<file path="src/rtl/traffic_pkg.sv">
// traffic_pkg: shared types and constants for the intersection phase sequencer.
//   phase_e    - 3-bit phase code driven on the phase output
//   axis_e     - approach axis (NS/SN or EW/WE)
//   LAMP_*     - {lt,r,y,g} lamp patterns
//   lamp_decode- lamp pattern for one axis given the phase and the preempted axis
package traffic_pkg;

  typedef enum logic [2:0] {
    PhAr   = 3'd0,
    PhNsG  = 3'd1,
    PhNsY  = 3'd2,
    PhEwLt = 3'd3,
    PhEwG  = 3'd4,
    PhEwY  = 3'd5,
    PhNsLt = 3'd6,
    PhEmg  = 3'd7
  } phase_e;

  typedef enum logic {
    AxisNs = 1'b0,
    AxisEw = 1'b1
  } axis_e;

  localparam logic [3:0] LAMP_RED = 4'b0100;
  localparam logic [3:0] LAMP_GRN = 4'b0001;
  localparam logic [3:0] LAMP_YEL = 4'b0010;
  localparam logic [3:0] LAMP_LT  = 4'b1100;

  // Lamp pattern for 'side'; every axis not explicitly lit is red.
  function automatic logic [3:0] lamp_decode(phase_e ph, axis_e emg_axis, axis_e side);
    logic [3:0] lamp;
    lamp = LAMP_RED;
    unique case (ph)
      PhNsG:   if (side == AxisNs) lamp = LAMP_GRN;
      PhNsY:   if (side == AxisNs) lamp = LAMP_YEL;
      PhNsLt:  if (side == AxisNs) lamp = LAMP_LT;
      PhEwG:   if (side == AxisEw) lamp = LAMP_GRN;
      PhEwY:   if (side == AxisEw) lamp = LAMP_YEL;
      PhEwLt:  if (side == AxisEw) lamp = LAMP_LT;
      PhEmg:   if (side == emg_axis) lamp = LAMP_GRN;
      default: lamp = LAMP_RED;
    endcase
    return lamp;
  endfunction

endpackage

</file>
<file path="src/rtl/traffic_phase_ctrl_timer.sv">
// phase_timer: tick-enabled phase duration counter.
//   clk, rst_n - clock, asynchronous active-low reset
//   tick       - count enable
//   clr        - synchronous clear (phase change); has priority over tick
//   dur        - duration of the current phase in ticks (>= 1)
//   tc         - terminal count: high on the tick where the count equals dur-1
module phase_timer #(
  parameter int unsigned TW = 8
) (
  input  logic          clk,
  input  logic          rst_n,
  input  logic          tick,
  input  logic          clr,
  input  logic [TW-1:0] dur,
  output logic          tc
);

  logic [TW-1:0] cnt_q, cnt_d;
  logic [TW-1:0] last;

  assign last = dur - TW'(1);
  assign tc   = tick && (cnt_q == last);

  always_comb begin
    cnt_d = cnt_q;
    if (clr) begin
      cnt_d = '0;
    end else if (tick) begin
      cnt_d = cnt_q + TW'(1);
    end
  end

  always_ff @(posedge clk or negedge rst_n) begin
    if (!rst_n) begin
      cnt_q <= '0;
    end else begin
      cnt_q <= cnt_d;
    end
  end

endmodule

</file>
<file path="src/rtl/traffic_phase_ctrl.sv">
// traffic_phase_ctrl: eight-phase sequencer for a four-approach intersection with
// pedestrian green extension and emergency preemption.
//   clk, rst_n       - clock, asynchronous active-low reset
//   tick             - timebase enable; phase timer advances only when high
//   ped_req[3:0]     - push buttons {WE,EW,SN,NS}
//   emg_req, emg_dir - preemption request (level) and axis (0=NS, 1=EW)
//   phase[2:0]       - current phase code
//   lamp_ns, lamp_ew - {lt,r,y,g} per axis
//   walk[1:0]        - {ew,ns} walk signals
//   ped_pend[3:0]    - latched pending pedestrian requests
//   emg_ack          - high while in the emergency phase
// GREEN_T+PED_EXT must fit in TW bits.
module traffic_phase_ctrl
  import traffic_pkg::*;
#(
  parameter int unsigned GREEN_T  = 40,
  parameter int unsigned LEFT_T   = 20,
  parameter int unsigned YEL_T    = 5,
  parameter int unsigned ALLRED_T = 2,
  parameter int unsigned PED_EXT  = 10,
  parameter int unsigned TW       = 8
) (
  input  logic       clk,
  input  logic       rst_n,
  input  logic       tick,
  input  logic [3:0] ped_req,
  input  logic       emg_req,
  input  logic       emg_dir,
  output logic [2:0] phase,
  output logic [3:0] lamp_ns,
  output logic [3:0] lamp_ew,
  output logic [1:0] walk,
  output logic [3:0] ped_pend,
  output logic       emg_ack
);

  localparam logic [TW-1:0] GreenDur  = TW'(GREEN_T);
  localparam logic [TW-1:0] GreenExt  = TW'(GREEN_T + PED_EXT);
  localparam logic [TW-1:0] LeftDur   = TW'(LEFT_T);
  localparam logic [TW-1:0] YelDur    = TW'(YEL_T);
  localparam logic [TW-1:0] AllredDur = TW'(ALLRED_T);

  phase_e     phase_q, phase_d;
  phase_e     nxt_q, nxt_d;       // phase that follows the next AR
  axis_e      axis_q, axis_d;     // preempted axis
  logic       emg_pend_q, emg_pend_d;
  logic [1:0] walk_q, walk_d;
  logic [3:0] ped_pend_q, ped_pend_d;
  logic [3:0] lamp_ns_q, lamp_ns_d;
  logic [3:0] lamp_ew_q, lamp_ew_d;
  logic       emg_ack_q, emg_ack_d;

  logic          accept;
  logic          pend_eff;
  axis_e         axis_eff;
  logic [3:0]    ped_clr;
  logic [TW-1:0] dur;
  logic          tc;
  logic          clr;

  // A new request is acted on in the same cycle it is sampled, so green/left
  // phases leave on the very next edge rather than one cycle after the latch.
  assign accept   = emg_req && !emg_pend_q && (phase_q != PhEmg);
  assign pend_eff = emg_pend_q || accept;
  assign axis_eff = emg_pend_q ? axis_q : axis_e'(emg_dir);
  assign clr      = (phase_d != phase_q);

  always_comb begin
    dur = '1;
    unique case (phase_q)
      PhNsG:          dur = walk_q[0] ? GreenExt : GreenDur;
      PhEwG:          dur = walk_q[1] ? GreenExt : GreenDur;
      PhNsLt, PhEwLt: dur = LeftDur;
      PhNsY, PhEwY:   dur = YelDur;
      PhAr:           dur = AllredDur;
      default:        dur = '1; // EMG exits on emg_req, not the timer
    endcase
  end

  phase_timer #(
    .TW(TW)
  ) u_timer (
    .clk  (clk),
    .rst_n(rst_n),
    .tick (tick),
    .clr  (clr),
    .dur  (dur),
    .tc   (tc)
  );

  // Next-state logic
  always_comb begin
    phase_d    = phase_q;
    nxt_d      = nxt_q;
    axis_d     = accept ? axis_e'(emg_dir) : axis_q;
    emg_pend_d = pend_eff;

    unique case (phase_q)
      PhNsG, PhNsLt: begin
        if (pend_eff) begin
          phase_d = (axis_eff == AxisNs) ? PhEmg : PhNsY;
        end else if (tc) begin
          phase_d = (phase_q == PhNsG) ? PhNsY : PhNsG;
        end
      end
      PhEwG, PhEwLt: begin
        if (pend_eff) begin
          phase_d = (axis_eff == AxisEw) ? PhEmg : PhEwY;
        end else if (tc) begin
          phase_d = (phase_q == PhEwLt) ? PhEwG : PhEwY;
        end
      end
      PhNsY: begin
        if (tc) begin
          phase_d = PhAr;
          nxt_d   = PhEwLt;
        end
      end
      PhEwY: begin
        if (tc) begin
          phase_d = PhAr;
          nxt_d   = PhNsLt;
        end
      end
      PhAr: begin
        if (tc) begin
          phase_d = pend_eff ? PhEmg : nxt_q;
        end
      end
      PhEmg: begin
        // Leaving through the preempted axis' yellow sets nxt to the other left.
        if (tick && !emg_req) begin
          phase_d = (axis_q == AxisNs) ? PhNsY : PhEwY;
        end
      end
      default: phase_d = PhAr;
    endcase

    if ((phase_d == PhEmg) && (phase_q != PhEmg)) begin
      emg_pend_d = 1'b0;
    end
  end

  // Pedestrian latch and walk: served only on green entry; set beats clear.
  always_comb begin
    walk_d  = walk_q;
    ped_clr = '0;
    if (phase_d != phase_q) begin
      walk_d = '0;
      if (phase_d == PhNsG) begin
        walk_d[0]    = |ped_pend_q[1:0];
        ped_clr[1:0] = 2'b11;
      end
      if (phase_d == PhEwG) begin
        walk_d[1]    = |ped_pend_q[3:2];
        ped_clr[3:2] = 2'b11;
      end
    end
    ped_pend_d = (ped_pend_q & ~ped_clr) | ped_req;
  end

  // Registered Moore outputs, decoded from the next state so they move with it.
  always_comb begin
    lamp_ns_d = lamp_decode(phase_d, axis_d, AxisNs);
    lamp_ew_d = lamp_decode(phase_d, axis_d, AxisEw);
    emg_ack_d = (phase_d == PhEmg);
  end

  always_ff @(posedge clk or negedge rst_n) begin
    if (!rst_n) begin
      phase_q    <= PhAr;
      nxt_q      <= PhNsG;
      axis_q     <= AxisNs;
      emg_pend_q <= 1'b0;
      walk_q     <= '0;
      ped_pend_q <= '0;
      lamp_ns_q  <= LAMP_RED;
      lamp_ew_q  <= LAMP_RED;
      emg_ack_q  <= 1'b0;
    end else begin
      phase_q    <= phase_d;
      nxt_q      <= nxt_d;
      axis_q     <= axis_d;
      emg_pend_q <= emg_pend_d;
      walk_q     <= walk_d;
      ped_pend_q <= ped_pend_d;
      lamp_ns_q  <= lamp_ns_d;
      lamp_ew_q  <= lamp_ew_d;
      emg_ack_q  <= emg_ack_d;
    end
  end

  assign phase    = phase_q;
  assign lamp_ns  = lamp_ns_q;
  assign lamp_ew  = lamp_ew_q;
  assign walk     = walk_q;
  assign ped_pend = ped_pend_q;
  assign emg_ack  = emg_ack_q;

endmodule

</file>
<file path="config.mk">
export PLATFORM = sky130hd
export DESIGN_NAME = traffic_phase_ctrl
export DESIGN_NICKNAME = d
export VERILOG_FILES = /design/src/rtl/traffic_pkg.sv /design/src/rtl/traffic_phase_ctrl_timer.sv /design/src/rtl/traffic_phase_ctrl.sv
export SDC_FILE = /design/constraint.sdc
export NUM_CORES = 1
export LEC_CHECK = 0
export BUFFER_PORTS_ARGS = -buffer_cell sky130_fd_sc_hd__buf_2
export CAP_MARGIN = 40
export CORE_MARGIN = 3
export CORE_UTILIZATION = 53
export CTS_BUF_LIST = sky130_fd_sc_hd__clkbuf_8
export DETAILED_ROUTE_END_ITERATION = 6
export PLACE_DENSITY = 0.75
export RECOVER_POWER = 25
export SYNTH_ARGS = -nofsm -noshare
export SYNTH_HDL_FRONTEND = slang
export SYNTH_HIERARCHICAL = 1
export SYNTH_SLANG_ARGS = --single-unit
export TNS_END_PERCENT = 1
</file>
<file path="constraint.sdc">
create_clock -name clk -period 5.1 [get_ports clk]
set_input_delay 0.51 -clock clk [delete_from_list [all_inputs] [get_ports clk]]
set_output_delay 0.51 -clock clk [all_outputs]
set_load 0.005 [all_outputs]
</file>
==> Yosys cells after proc, flatten, opt, wreduce, memory -nomap -nowiden <==
Index checks and enable logic that the tools add are counted.
{ "op_classes": {"add_sub_neg": 2, "multipliers": 0, "n_div": 0, "order_cmp": 0, "eq_ne": 19, "shift": 0, "n_mux": 34, "n_bitwise": 3, "n_reduce_logical": 18} }
{ "op_table": {"columns": ["op", "count"], "rows": [
  ["$mux 3", 14],
  ["$pmux 8 s5", 1],
  ["$pmux 4 s4", 2],
  ["$eq 3x3->1 const B", 8],
  ["$mux 8", 2],
  ["$pmux 3 s5", 1],
  ["$eq 3x2->1 const B", 4],
  ["$reduce_or 2->1", 6],
  ["$mux 5", 2],
  ["$add 8x1->8 const B", 1],
  ["$eq 8x8->1", 1],
  ["$mux 2", 4],
  ["$sub 8x1->8 const B", 1],
  ["$eq 3x1->1 const B", 2],
  ["$mux 1", 6],
  ["$pmux 3 s2", 1],
  ["$logic_and 1x1->1", 5],
  ["$and 4x4->4", 1],
  ["$mux 4", 1],
  ["$ne 2x2->1 const B", 2],
  ["$not 4->4", 1],
  ["$or 4x4->4", 1],
  ["$reduce_bool 2->1", 2],
  ["$logic_not 3->1", 1],
  ["other kinds (5)", 6]
]} }
{ "totals": {"ff_bits": 31, "latchBits": 0, "mem_bits_rw": 0, "mem_bits_ro": 0, "out_inout_bits": 18, "elab_cells": 86, "mem_count": 0} }

==> Depth between registers and ports, before layout <==
Gate-level depths: netlist of the first run.
{ "depth": {"depth_word": 15, "depth_mapped": 27, "ltp_nobuf": 22} }

==> Modules after synthesis <==
Netlist of the first run, hierarchy kept.
{ "modules_own_cells": {"columns": ["module", "instances", "cells_each", "area_per_inst_um2", "seq_area_each_um2"], "rows": [
  ["traffic_phase_ctrl", 1, 151, 1352.5, 579.3],
  ["phase_timer", 1, 70, 615.6, 200.2]
]} }

==> Least setup slack after synthesis of the first run <==
No wires, ideal clock.
{ "synth_timing": {"path_type": "register -> register", "startpoint": "reg phase_q[0] (netlist: phase[0])", "endpoint": "reg u_timer.cnt_q[7]", "setup_ps": 130, "arrival_time_ps": 4577, "slack_ps": 393, "path_stages_with_launch": 28, "n_path_buf": 6, "period_less_slack_ps": 4707, "cell_sequence": "dfrtp_1 > buf_2 > buf_2 > buf_1 > a21oi_1 > nor2_1 > o21ai_0 > inv_1 > ha_1 > nand2b_1 > nor4_1 > xnor2_1 > nand4_1 > a2111oi_2 > buf_2 > nand2_1 > nand3b_1 > o21ai_0 > o32a_1 > buf_6 > xnor2_1 > or3_4 > clkbuf_1 > nor2_1 > nor3_1 > nand4_1 > xor2_1 > nor2_1"} }
{ "synth_between": {"elab_chain_len": 11, "word_cells_on_any_way": 33, "classes_between": "add/sub: 1; eq/ne: 10; mux: 13; reduce/logical: 9"} }
{ "synth_lines": {"columns": ["element", "line_no", "text"], "rows": [
  ["start: declaration", "traffic_phase_ctrl.sv:43", "phase_e phase_q, phase_d;"],
  ["start signal: assignment", "traffic_phase_ctrl.sv:171", "phase_q <= PhAr;"],
  ["start signal: assignment", "traffic_phase_ctrl.sv:181", "phase_q <= phase_d;"],
  ["$eq 3x3->1 / $eq 3x2->1 (equally long branches)", "traffic_phase_ctrl.sv:70", "unique case (phase_q)"],
  ["$reduce_or 2->1, on equally long branches", null, null],
  ["$pmux 8 s5 *", "traffic_phase_ctrl.sv:70", null],
  ["named net dur[1]", "traffic_phase_ctrl.sv:57", "logic [TW-1:0] dur;"],
  ["$sub 8x1->8 *", "traffic_phase_ctrl_timer.sv:21", "assign last = dur - TW'(1);"],
  ["$eq 8x8->1 *", "traffic_phase_ctrl_timer.sv:22", "assign tc = tick && (cnt_q == last);"],
  ["$logic_and 1x1->1 *", "traffic_phase_ctrl_timer.sv:22", null],
  ["named net tc", "traffic_phase_ctrl.sv:58", "logic tc;"],
  ["$mux 3, on equally long branches", "traffic_phase_ctrl.sv:109, traffic_phase_ctrl.sv:102", null],
  ["$mux 3, on equally long branches", "traffic_phase_ctrl.sv:107, traffic_phase_ctrl.sv:100", null],
  ["$pmux 3 s5 *", "traffic_phase_ctrl.sv:98", "unique case (phase_q)"],
  ["$ne 3x3->1 *", "traffic_phase_ctrl.sv:66", "assign clr = (phase_d != phase_q);"],
  ["named net clr", "traffic_phase_ctrl.sv:59", "logic clr;"],
  ["$mux 8 / $reduce_bool 2->1 (equally long branches)", null, null],
  ["end signal: assignment", "traffic_phase_ctrl_timer.sv:37", "cnt_q <= cnt_d;"],
  ["end: declaration", "traffic_phase_ctrl_timer.sv:18", "logic [TW-1:0] cnt_q, cnt_d;"]
]} }
The timed path passes the listed nets; every way through them passes the cells marked *.
A chain may end at the register's enable or synchronous reset.

==> Worst setup path after layout of the first run <==
{ "layout_timing": {"startpoint": "reg phase_q[2] (netlist: phase[2])", "endpoint": "reg u_timer.cnt_q[7]"} }
The elaborated chain is that of the path after synthesis.

==> out/metrics.cfg, run 1 <==
[setup_path]
cp-start-kind=flop
r2r_end=u_timer/cnt_q[7]$_DFFE_PN0P_
crit_path_top_delay_cell=or3_4
critical_path_arrival_ns=4.75
worstSetupStartpoint=phase[2]$_DFF_PN0_
path_common_cell=nor2_1
path_cells=buf_4 > nor2b_1 > nor2_1 > o21ai_0 > inv_1 > ha_1 > nand2b_1 > a21oi_1 > a31oi_1 > a21oi_1 > a2111oi_2 > buf_4 > nand2b_1 > nor3_1 > a221oi_1 > and3_1 > xnor2_1 > or3_4 > nor2_1 > nor3_1 > nand4_1 > xor2_1 > nor2_1
worstPathRequired_ns=5.26
regToRegSetupSlack_ns=0.51
cp_slowest_stage_delay_ns=0.49
crit_type=flop to flop
critical_path_peak_fanout=20
timing.rr.start=phase[2]$_DFF_PN0_
end_kind=flop
reg2reg_depth=23

[floorplanning]
start_util_pct=56.7
die_area_um2=4480
die-height_um=66.9
ios=27
num_rows=21
dieWidth_um=66.9
core_area_um2=3470

[timing]
setup_ws_ns=0.513
fin_worst_skew_ns=0.00240
max_clock_freq_mhz=218
period_needed_ns=4.59
finalCritPeriodShare_pct=89.9
setup_viol=0
tns_ns=0
drv_slew=32
rsz0062_at_grt=false
slew_headroom_pct=-10.0
hold_viol=0
worstMarginPinSlew_ns=1.65

[hold_path]
min_to=ped_pend[3]$_DFF_PN0_
hold_path_class=primary input to flop
holdPathStages=2
min_from=ped_req[3]

[final_layout]
syn2layout_area_growth_pct=11.7
layout_commonest_cell=dfrtp_1
drive_above_1_share_pct=20.5
final_cell_mix=dfrtp_1, buf_2, nor2_1
finalNetCount=254
antenna_cells=0
final_cell_count_no_fill=290
final_area_um2=2200

[drt]
drtIter0Drc=102
dr.pass1.iters=4
routed_wl_um=4370
ant_nets=0
viasPerCell=5.90
drc_errors=0
vias=1711
routedWlPerCell_um=15.1

[grt]
gr-usage-all-layers_pct=21.7
grt_overflow=0
grt_pass1_wl_um=7370
grt_pass1_vias=1551
grt_max_degree=32
grt_antenna_before_repair=0

[logic_synthesis]
synth_nets=232
syn_inst=221
synth-seq-cells=31
ys_types=51
seq_area_frac_synth_pct=39.6
synth.avg_cell_area_um2=8.91
yosys_warnings=6
ys.flop_type=dfrtp_1
synthArstFlopShare_pct=100
syn_area_um2=1970
synth_edf_count=0

[power_and_ir_drop]
total_power_mw=1.59
power.leakage_nw=0.944
seq_power_share_pct=25.3
p_switching_uw=736
switching_share_pct=46.4
power.density_nw_per_um2=721
combPwrFrac_pct=61.8
ir_drop_uv=475
p_int_uw=849
p_clk_share_pct=12.9

[placed_design]
dp.cells=282
portBuffers=26
placedInstanceArea_um2=2100
place_congestion=0.894
dp.final_hpwl_um=3110
pre_cts_ws_ns=0.460

[clocking]
clk_pin_slew_ns=0.06
cts_buffers=5
htreeDepth=2
clock-root-buffer=clkbuf_8
clock_latency_ns=0.27
postCtsSetupRepairBufs=0
clk_path_buf_depth=2
cts.sink_count=31
cts_tree=yes

[job]
drv_cap=1

[status]
violations=max-capacitance violations, max-slew violations
status=finished with violations

==> metal layers <==
layer	share of wire [%]	track usage [%]	wire, um	vias up
met5	0	0	0	-
li1	-	-	-	825
met3	4.9	4.89	212	4
met2	47	32.9	2050	51
met1	47	31.0	2070	831
met4	0.71	5.82	31	0
==> state kept, by name, indices dropped and copies added (netlist names) <==
name	count
ped_pend	4
lamp_ew	4
u_timer/cnt_q	8
axis_q	1
nxt_q	3
emg_ack	1
phase	3
lamp_ns	4
emg_pend_q	1
walk	2
==> repair_timing <==
| action | in CTS | in global routing |
|---|---|---|
| hold buffers | 0 | 0 |
| setup endpoints to repair | 0 | 2 |
| resized for setup | 0 | 3 |
==> cells by family (layout without fill, tap and decap cells) <==
family          Yosys count  after routing  synth area share, %
simple gates             88             88                 24.9
compound gates           50             50                 16.7
flops                    31             31                 39.6
buf+inv                  27             50                 7.12
xor+xnor                 20             20                 8.90
mux                       3              3                 1.53
fa+ha+maj                 2              2                 1.27
==> area by class of cell <==
cell class                 count  area (um2)
timing repair buffer          32         174
clock buffer                   7        96.3
multi-input combinational    163        1050
fill                         312        1270
clock inverter                 1        3.75
sequential                    31         781
inverter                      10        37.5
tap                           46        57.6
==> how the worst max path moves through the flow <==
stage	endpoint	slack, ns
after global placement	u_timer/cnt_q[7]$_DFFE_PN0P_	0.62
after CTS	u_timer/cnt_q[7]$_DFFE_PN0P_	0.38
after detailed placement	u_timer/cnt_q[7]$_DFFE_PN0P_	0.46
after floorplan	u_timer/cnt_q[7]$_DFFE_PN0P_	0.39
after global routing	u_timer/cnt_q[7]$_DFFE_PN0P_	0.05
final	u_timer/cnt_q[7]$_DFFE_PN0P_	0.51
==> Yosys cell counts, types with 6 or more instances <==
cell,count,area [um2]
nor2_1,24,90.1
inv_1,10,37.5
nand2b_1,6,37.5
nor3_1,8,40.0
nand2_1,13,48.8
xnor2_1,12,105
xor2_1,8,70.1
a21oi_1,13,65.1
buf_2,6,30.0
o21ai_0,14,70.1
dfrtp_1,28,701
==> through the flow <==
step	util, %	hold slack [ns]
after floorplan	-	0.214
after global placement	60.5	0.454
after detailed placement	60.5	0.477
after CTS	63.4	0.293
after global routing	63.4	0.410
final	63.4	0.407
==> critical path: cells and delay by family, from the launching register on <==
kind / cells / cell delay (ns)
adder cells (fa/ha/maj): 1 / 0.23
buffers and inverters: 3 / 0.54
XOR/XNOR: 2 / 0.34
AO/OA/AOI/OAI: 6 / 1.11
flip-flops: 1 / 0.35
AND/OR/NAND/NOR: 11 / 1.91
==> power by group through the flow <==
stage / registers (mW) / clock network (mW) / logic (mW)
6_report: 0.401 / 0.205 / 0.980
5_1_grt: 0.408 / 0.224 / 1.09
4_1_cts: 0.397 / 0.211 / 0.981
3_5_place_dp: 0.399 / 0 / 0.978
3_3_place_gp: 0.399 / 0 / 0.965
2_1_floorplan: 0.372 / 0 / 0.799
No activity file was read; power rests on OpenSTA's default activity.
==> run 2: changes to the inputs <==
CORE_UTILIZATION = 59   (was 53)
PLACE_DENSITY = 0.83   (was 0.75)
==> run 2 against run 1 <==
The run still ends with max-capacitance violations, max-slew violations left. Die area fell by 9.3%. Power fell by 0.71%. Global-route usage rose by 1.9 points. Highest routed layer unchanged.
==> out/metrics.cfg, run 2 (synthesized netlist as in run 1, its figures left out) <==
[timing]
setup_viol=0  ; unchanged
worstMarginPinSlew_ns=1.61  ; -0.0429 ns
tns_ns=0  ; unchanged
period_needed_ns=4.52  ; -0.0718 ns
drv_slew=32  ; unchanged
slew_headroom_pct=-7.17  ; +2.9 points
max_clock_freq_mhz=221  ; +1.6%
finalCritPeriodShare_pct=88.5  ; -1.4 points
hold_viol=0  ; unchanged
fin_worst_skew_ns=0.00238  ; -0.0000187 ns
rsz0062_at_grt=false

[placed_design]
dp.final_hpwl_um=3140  ; +1.1%
place_congestion=0.859  ; -3.9%
portBuffers=26  ; unchanged
dp.cells=281  ; -0.35%

[final_layout]
regArea_um2=781  ; unchanged
num-fill-cells=260  ; -17%
final_core_util_pct=70.1  ; +6.7 points
finalNetCount=255  ; +0.39%
largest_register=u_timer/cnt_q
drive_above_1_share_pct=21.2  ; +0.73 points
final_cell_count_no_fill=289  ; -0.34%
multi_input_area_um2=1050  ; unchanged
largest_register_ffs=8  ; unchanged
final_cell_mix=dfrtp_1, buf_2, nor2_1
layout_commonest_cell=dfrtp_1
antenna_cells=0  ; unchanged
syn2layout_area_growth_pct=11.4

[grt]
grt_overflow=0  ; unchanged
gr-usage-all-layers_pct=23.6  ; +1.9 points
grt_pass1_vias=1601  ; +3.2%
grt_antenna_before_repair=0  ; unchanged
grt_pass1_wl_um=7610  ; +3.3%
grt_max_degree=32  ; unchanged

[floorplanning]
core_area_um2=3130  ; -9.8%
num_rows=20  ; -4.8%
start_util_pct=62.9  ; +6.2 points
ios=27  ; unchanged
dieWidth_um=63.8  ; -4.8%
die_area_um2=4060  ; -9.3%
die-height_um=63.8  ; -4.8%

[setup_path]
cp-start-kind=flop
crit_path_top_delay_cell=o21ai_0
r2r_end=u_timer/cnt_q[7]$_DFFE_PN0P_
timing.rr.start=phase[2]$_DFF_PN0_
critical_path_peak_fanout=13  ; -35%
crit_type=flop to flop
worstPathRequired_ns=5.27  ; about the same
critical_path_arrival_ns=4.69  ; -0.06 ns
regToRegSetupSlack_ns=0.58  ; +0.07 ns
cp_slowest_stage_delay_ns=0.63  ; +0.14 ns
end_kind=flop
reg2reg_depth=21  ; -8.7%
path_cells=inv_1 > nor3_1 > a21oi_1 > o21ai_0 > nor2_1 > nand3_2 > xnor2_1 > nand4_1 > a2111oi_2 > buf_4 > nand2b_1 > nor3_1 > a221oi_1 > and3_1 > xnor2_1 > or3_4 > nor2_1 > nor3_1 > nand4_1 > xor2_1 > nor2_1

[clocking]
postCtsSetupRepairBufs=0  ; unchanged
clk_pin_slew_ns=0.07  ; about the same
clock_latency_ns=0.28  ; about the same
cts_tree=yes
htreeDepth=2  ; unchanged
hold_buffers=0  ; unchanged
cts.sink_count=31  ; unchanged
clock-root-buffer=clkbuf_8
cts_buffers=5  ; unchanged
cts-resized-gates=0  ; unchanged
clk_path_buf_depth=2  ; unchanged

[status]
violations=max-capacitance violations, max-slew violations
status=finished with violations

[drt]
routed_wl_um=4170  ; -4.6%
ant_nets=0  ; unchanged
drtIter0Drc=104  ; +2.0%
drc_errors=0  ; unchanged
viasPerCell=5.79  ; -1.9%
routedWlPerCell_um=14.4  ; -4.3%
dr.pass1.iters=4  ; unchanged
vias=1673  ; -2.2%

[hold_path]
hold_path_class=primary input to flop
min_from=ped_req[1]
min_to=ped_pend[1]$_DFF_PN0_
holdPathStages=2  ; unchanged

[power_and_ir_drop]
ir_drop_uv=528  ; +11%
power.density_nw_per_um2=718  ; -0.42%
power.leakage_nw=0.932  ; -1.2%

[job]
drv_cap=1  ; unchanged

run 2: cell types whose count changed in the layout (fill, tap and decap cells not counted), sizes merged:
cell	change
clkinv	+1
inv	-1
clkinvlp	+2
buf	+1
clkbuf	-2
run 2: metal layers:
| metal | vias to the layer above | wire, um | GRT usage [%] |
|---|---|---|---|
| li1 | 826 | - | - |
| met1 | 801 | 1860 | 32.0 |
| met2 | 42 | 2030 | 36.8 |
| met3 | 4 | 233 | 7.03 |
| met4 | 0 | 38 | 6.74 |
| met5 | - | 0 | 0 |
run 2: cell type report:
type	count	share of cell area, %
Sequential cell	31	35.6
Clock buffer	5	3.14
Clock inverter	3	0.913
Multi-Input combinational cell	163	47.8
Inverter	10	1.71
Tap cell	44	2.51
Timing Repair Buffer	33	8.28
run 2: per-stage QoR:
step	cell area, um2	hold WS [ns]	setup WS (ns)	total power, mW
global route	2190	0.393	0.0271	1.73
detailed placement	2100	0.479	0.501	1.39
global placement	2100	0.459	0.567	1.37
floorplan	1970	0.214	0.393	1.17
CTS	2190	0.281	0.482	1.58
finish	2190	0.399	0.585	1.57
run 2: power breakdown:
| group | leakage, nW | switching, mW | internal (mW) | total, mW |
|---|---|---|---|---|
| Combinational | 0.513 | 0.572 | 0.414 | 0.986 |
| Sequential | 0.379 | 0.0747 | 0.325 | 0.400 |
| Clock | 0.0402 | 0.0944 | 0.0947 | 0.189 |
run 2: how the worst max path moves through the flow:
stage,end,cells past startpoint,from,slack (ns)
finish,u_timer/cnt_q[7]$_DFFE_PN0P_,21,phase[2]$_DFF_PN0_,0.58
CTS,u_timer/cnt_q[7]$_DFFE_PN0P_,22,phase[2]$_DFF_PN0_,0.48
detailed placement,u_timer/cnt_q[7]$_DFFE_PN0P_,22,phase[2]$_DFF_PN0_,0.50
floorplan,u_timer/cnt_q[7]$_DFFE_PN0P_,27,phase[0]$_DFF_PN0_,0.39
global placement,u_timer/cnt_q[7]$_DFFE_PN0P_,22,phase[2]$_DFF_PN0_,0.57
global route,u_timer/cnt_q[7]$_DFFE_PN0P_,20,phase[2]$_DFF_PN0_,0.03
run 2: worst max-delay path, delay by kind of cell (launching register included):
kind	cells	cell delay, ns
buf+inv	2	0.42
compound gates	4	1.07
flops	1	0.45
simple gates	12	1.89
xor+xnor	3	0.57
==> run 3: changes to the inputs <==
ABC_AREA = 1   (was unset)
CORE_MARGIN = 10   (was 3)
CORE_UTILIZATION = 60   (was 59)
==> run 3 against run 2 <==
Sequential share of layout area decreased by 3.1 points. Fmax increased by 1.6%. Global-route usage decreased by 7.0 points. The run still ends with max-capacitance violations, max-slew violations left. Worst setup slack improved by 0.072 ns. Clock skew increased by 0.0016 ns.
==> out/metrics.cfg, run 3 <==
[setup_path]
cp-start-kind=flop
critical_path_arrival_ns=4.62  ; -0.07 ns
worstPathRequired_ns=5.27  ; about the same
path_common_cell=nand2_1
crit_type=flop to flop
critical_path_peak_fanout=9  ; -4
end_kind=flop
cp_slowest_stage_delay_ns=0.62  ; about the same
crit_path_top_delay_cell=dfrtp_1

[logic_synthesis]
syn_inst=284  ; +29%
synth_xor_area_share_pct=1.64  ; -7.3 points
synthArstFlopShare_pct=100  ; unchanged
synth_edf_count=0  ; unchanged
post-synth-top-area-cell=dfrtp_1
synthSimpleGateAreaFrac_pct=44.1  ; +19 points
synth_top_family_by_area=simple AND/OR/NAND/NOR gates
seq_area_frac_synth_pct=36.6  ; -3.0 points
yosysTopAreaCellShare_pct=32.9  ; -2.7 points
ys_types=38  ; -25%
synth_area_leaders=dfrtp_1, nand2_1, inv_1
synth_nets=295  ; +27%
yosysMostFrequentCell=nand2_1
yosys-top-cells-count=nand2_1, inv_1, nand3_1, dfrtp_1, nor2_1
synth_compound_area_share_pct=7.22  ; -9.5 points
synthAdderAreaFrac_pct=1.17  ; -0.098 points
muxShareOfSynthArea_pct=0  ; -1.5 points
syn_area_um2=2130  ; +8.3%
synth.avg_cell_area_um2=7.51  ; -16%
ys.flop_type=dfrtp_1
yosys_warnings=6  ; unchanged
synth-seq-cells=31  ; unchanged

[timing]
worstMarginPinSlew_ns=1.57  ; -0.0400 ns
fin_worst_skew_ns=0.00395  ; +0.00157 ns
tns_ns=0  ; unchanged
finalCritPeriodShare_pct=87.1  ; -1.4 points
drv_slew=32  ; unchanged
max_clock_freq_mhz=225  ; +1.6%
rsz0062_at_grt=false
setup_viol=0  ; unchanged
period_needed_ns=4.44  ; -0.0725 ns
slew_headroom_pct=-4.50  ; +2.7 points
hold_viol=0  ; unchanged

[grt]
grt_pass1_wl_um=8450  ; +11%
grt_max_degree=32  ; unchanged
grt_overflow=0  ; unchanged
gr-usage-all-layers_pct=16.7  ; -7.0 points
grt_antenna_before_repair=0  ; unchanged
grt_pass1_vias=1886  ; +18%

[power_and_ir_drop]
power.leakage_nw=1.26  ; +35%
p_clk_share_pct=11.1  ; -0.9 points
ir_drop_uv=425  ; -19%
total_power_mw=1.85  ; +17%
seq_power_share_pct=21.5  ; -3.9 points
power.density_nw_per_um2=770  ; +7.2%
p_int_uw=859  ; +3.1%
switching_share_pct=53.5  ; +6.5 points
combPwrFrac_pct=67.4  ; +4.8 points
p_switching_uw=989  ; +33%

[floorplanning]
core_area_um2=3390  ; +8.4%
dieWidth_um=79.6  ; +25%
die-height_um=79.6  ; +25%
num_rows=21  ; +5.0%
die_area_um2=6340  ; +56%
start_util_pct=62.9  ; about the same
ios=27  ; unchanged

[final_layout]
largest_register=u_timer/cnt_q
largest_register_ffs=8  ; unchanged
antenna_cells=0  ; unchanged
final_cell_mix=nand2_1, inv_1, nand3_1, dfrtp_1, nor2_1
finalNetCount=326  ; +28%
layout_commonest_cell=nand2_1
final_area_um2=2400  ; +9.5%
syn2layout_area_growth_pct=12.6
drive_above_1_share_pct=28.5  ; +7.3 points

[drt]
vias=1897  ; +13%
viasPerCell=5.24  ; -9.5%
drtIter0Drc=125  ; +20%
routed_wl_um=4900  ; +18%
ant_nets=0  ; unchanged
drc_errors=0  ; unchanged
dr.pass1.iters=4  ; unchanged
routedWlPerCell_um=13.5  ; -6.1%

[clocking]
clock-root-buffer=clkbuf_8
cts_buffers=5  ; unchanged
clk_path_buf_depth=2  ; unchanged
clock_latency_ns=0.28  ; about the same
cts_tree=yes
postCtsSetupRepairBufs=0  ; unchanged
hold_buffers=0  ; unchanged
htreeDepth=2  ; unchanged
cts.sink_count=31  ; unchanged
cts-resized-gates=0  ; unchanged
clk_pin_slew_ns=0.06  ; about the same

[status]
violations=max-capacitance violations, max-slew violations
status=finished with violations

[placed_design]
placedInstanceArea_um2=2300  ; +9.4%
portBuffers=26  ; unchanged
dp.final_hpwl_um=3950  ; +26%
place_congestion=0.958  ; +11%

[hold_path]
hold_path_class=primary input to flop

[job]
drv_cap=1  ; unchanged

## run 3: cell types whose count changed after synthesis, moves of 7 or more
cell,change
a21oi_1,-10
xnor2_1,-9
inv_1,+30
nand2_1,+51
xor2_1,-7
o21ai_0,-7
nand3_1,+25
nand2_2,+15
## run 3: kinds of logic after synthesis
| logic type | Yosys count |
|---|---|
| AOI/OAI and AO/OA | 24 |
| xor gates and xnor gates | 4 |
| adders and majority gates | 2 |
| buffers and inverters | 49 |
| DFF | 31 |
| and+or+nand+nor | 174 |
## run 3: layout make-up
type | count | area (um2)
inverters | 47 | 179
repair buffers | 26 | 129
flip-flops and latches | 31 | 779
clock buffers | 7 | 96.3
fillers | 286 | 990
multi-input cells | 204 | 1150
well taps | 46 | 57.6
clock inverters | 1 | 3.75
## run 3: through the flow
stage	worst slack, ns	utilization (%)	hold WS (ns)	cells
CTS	0.755	70.8	0.267	362
global placement	0.819	67.9	0.472	354
finish	0.657	70.8	0.404	362
global route	0.253	70.8	0.426	362
floorplan	1.48	-	0.214	284
detailed placement	0.778	67.9	0.476	354
## run 3: final timing paths
path,startpoint,to,slack (ns),cells past startpoint
worst min register to register,nxt_q[1]$_DFFE_PN0P_,nxt_q[1]$_DFFE_PN0P_,0.49,1
max in group asynchronous,rst_n,u_timer/cnt_q[4]$_DFFE_PN0P_,3.58,1
worst min-delay path,ped_req[1],ped_pend[1]$_DFF_PN0_,0.40,3
worst max register to register,phase[1]$_DFF_PN0_,u_timer/cnt_q[6]$_DFFE_PN0P_,0.66,34
min in group asynchronous,rst_n,lamp_ew[1]$_DFF_PN0_,0.61,1
worst max-delay path,phase[1]$_DFF_PN0_,u_timer/cnt_q[6]$_DFFE_PN0P_,0.66,34
## run 3: power by group through the flow
stage                     Combinational (mW)  Clock [mW]  Sequential, mW
after floorplan                         1.01           0           0.374
after global placement                  1.21           0           0.397
after detailed placement                1.24           0           0.400
after CTS                               1.25       0.210           0.396
after global routing                    1.41       0.221           0.404
final                                   1.25       0.205           0.397
## run 3: routing by layer
metal / vias to the layer above / track usage [%] / share of wire (%)
li1: 965 / - / -
met1: 861 / 19.7 / 45
met2: 60 / 27.1 / 46
met3: 11 / 5.07 / 7.1
met4: 0 / 7.53 / 2.0
met5: - / 0 / 0
## run 3: worst max-delay path, delay by kind of cell, from the launching register on
kind	cells	cell delay (ns)
simple gates	23	2.30
buf+inv	8	1.00
flops	1	0.62
fa+ha+maj	1	0.27
compound gates	2	0.14
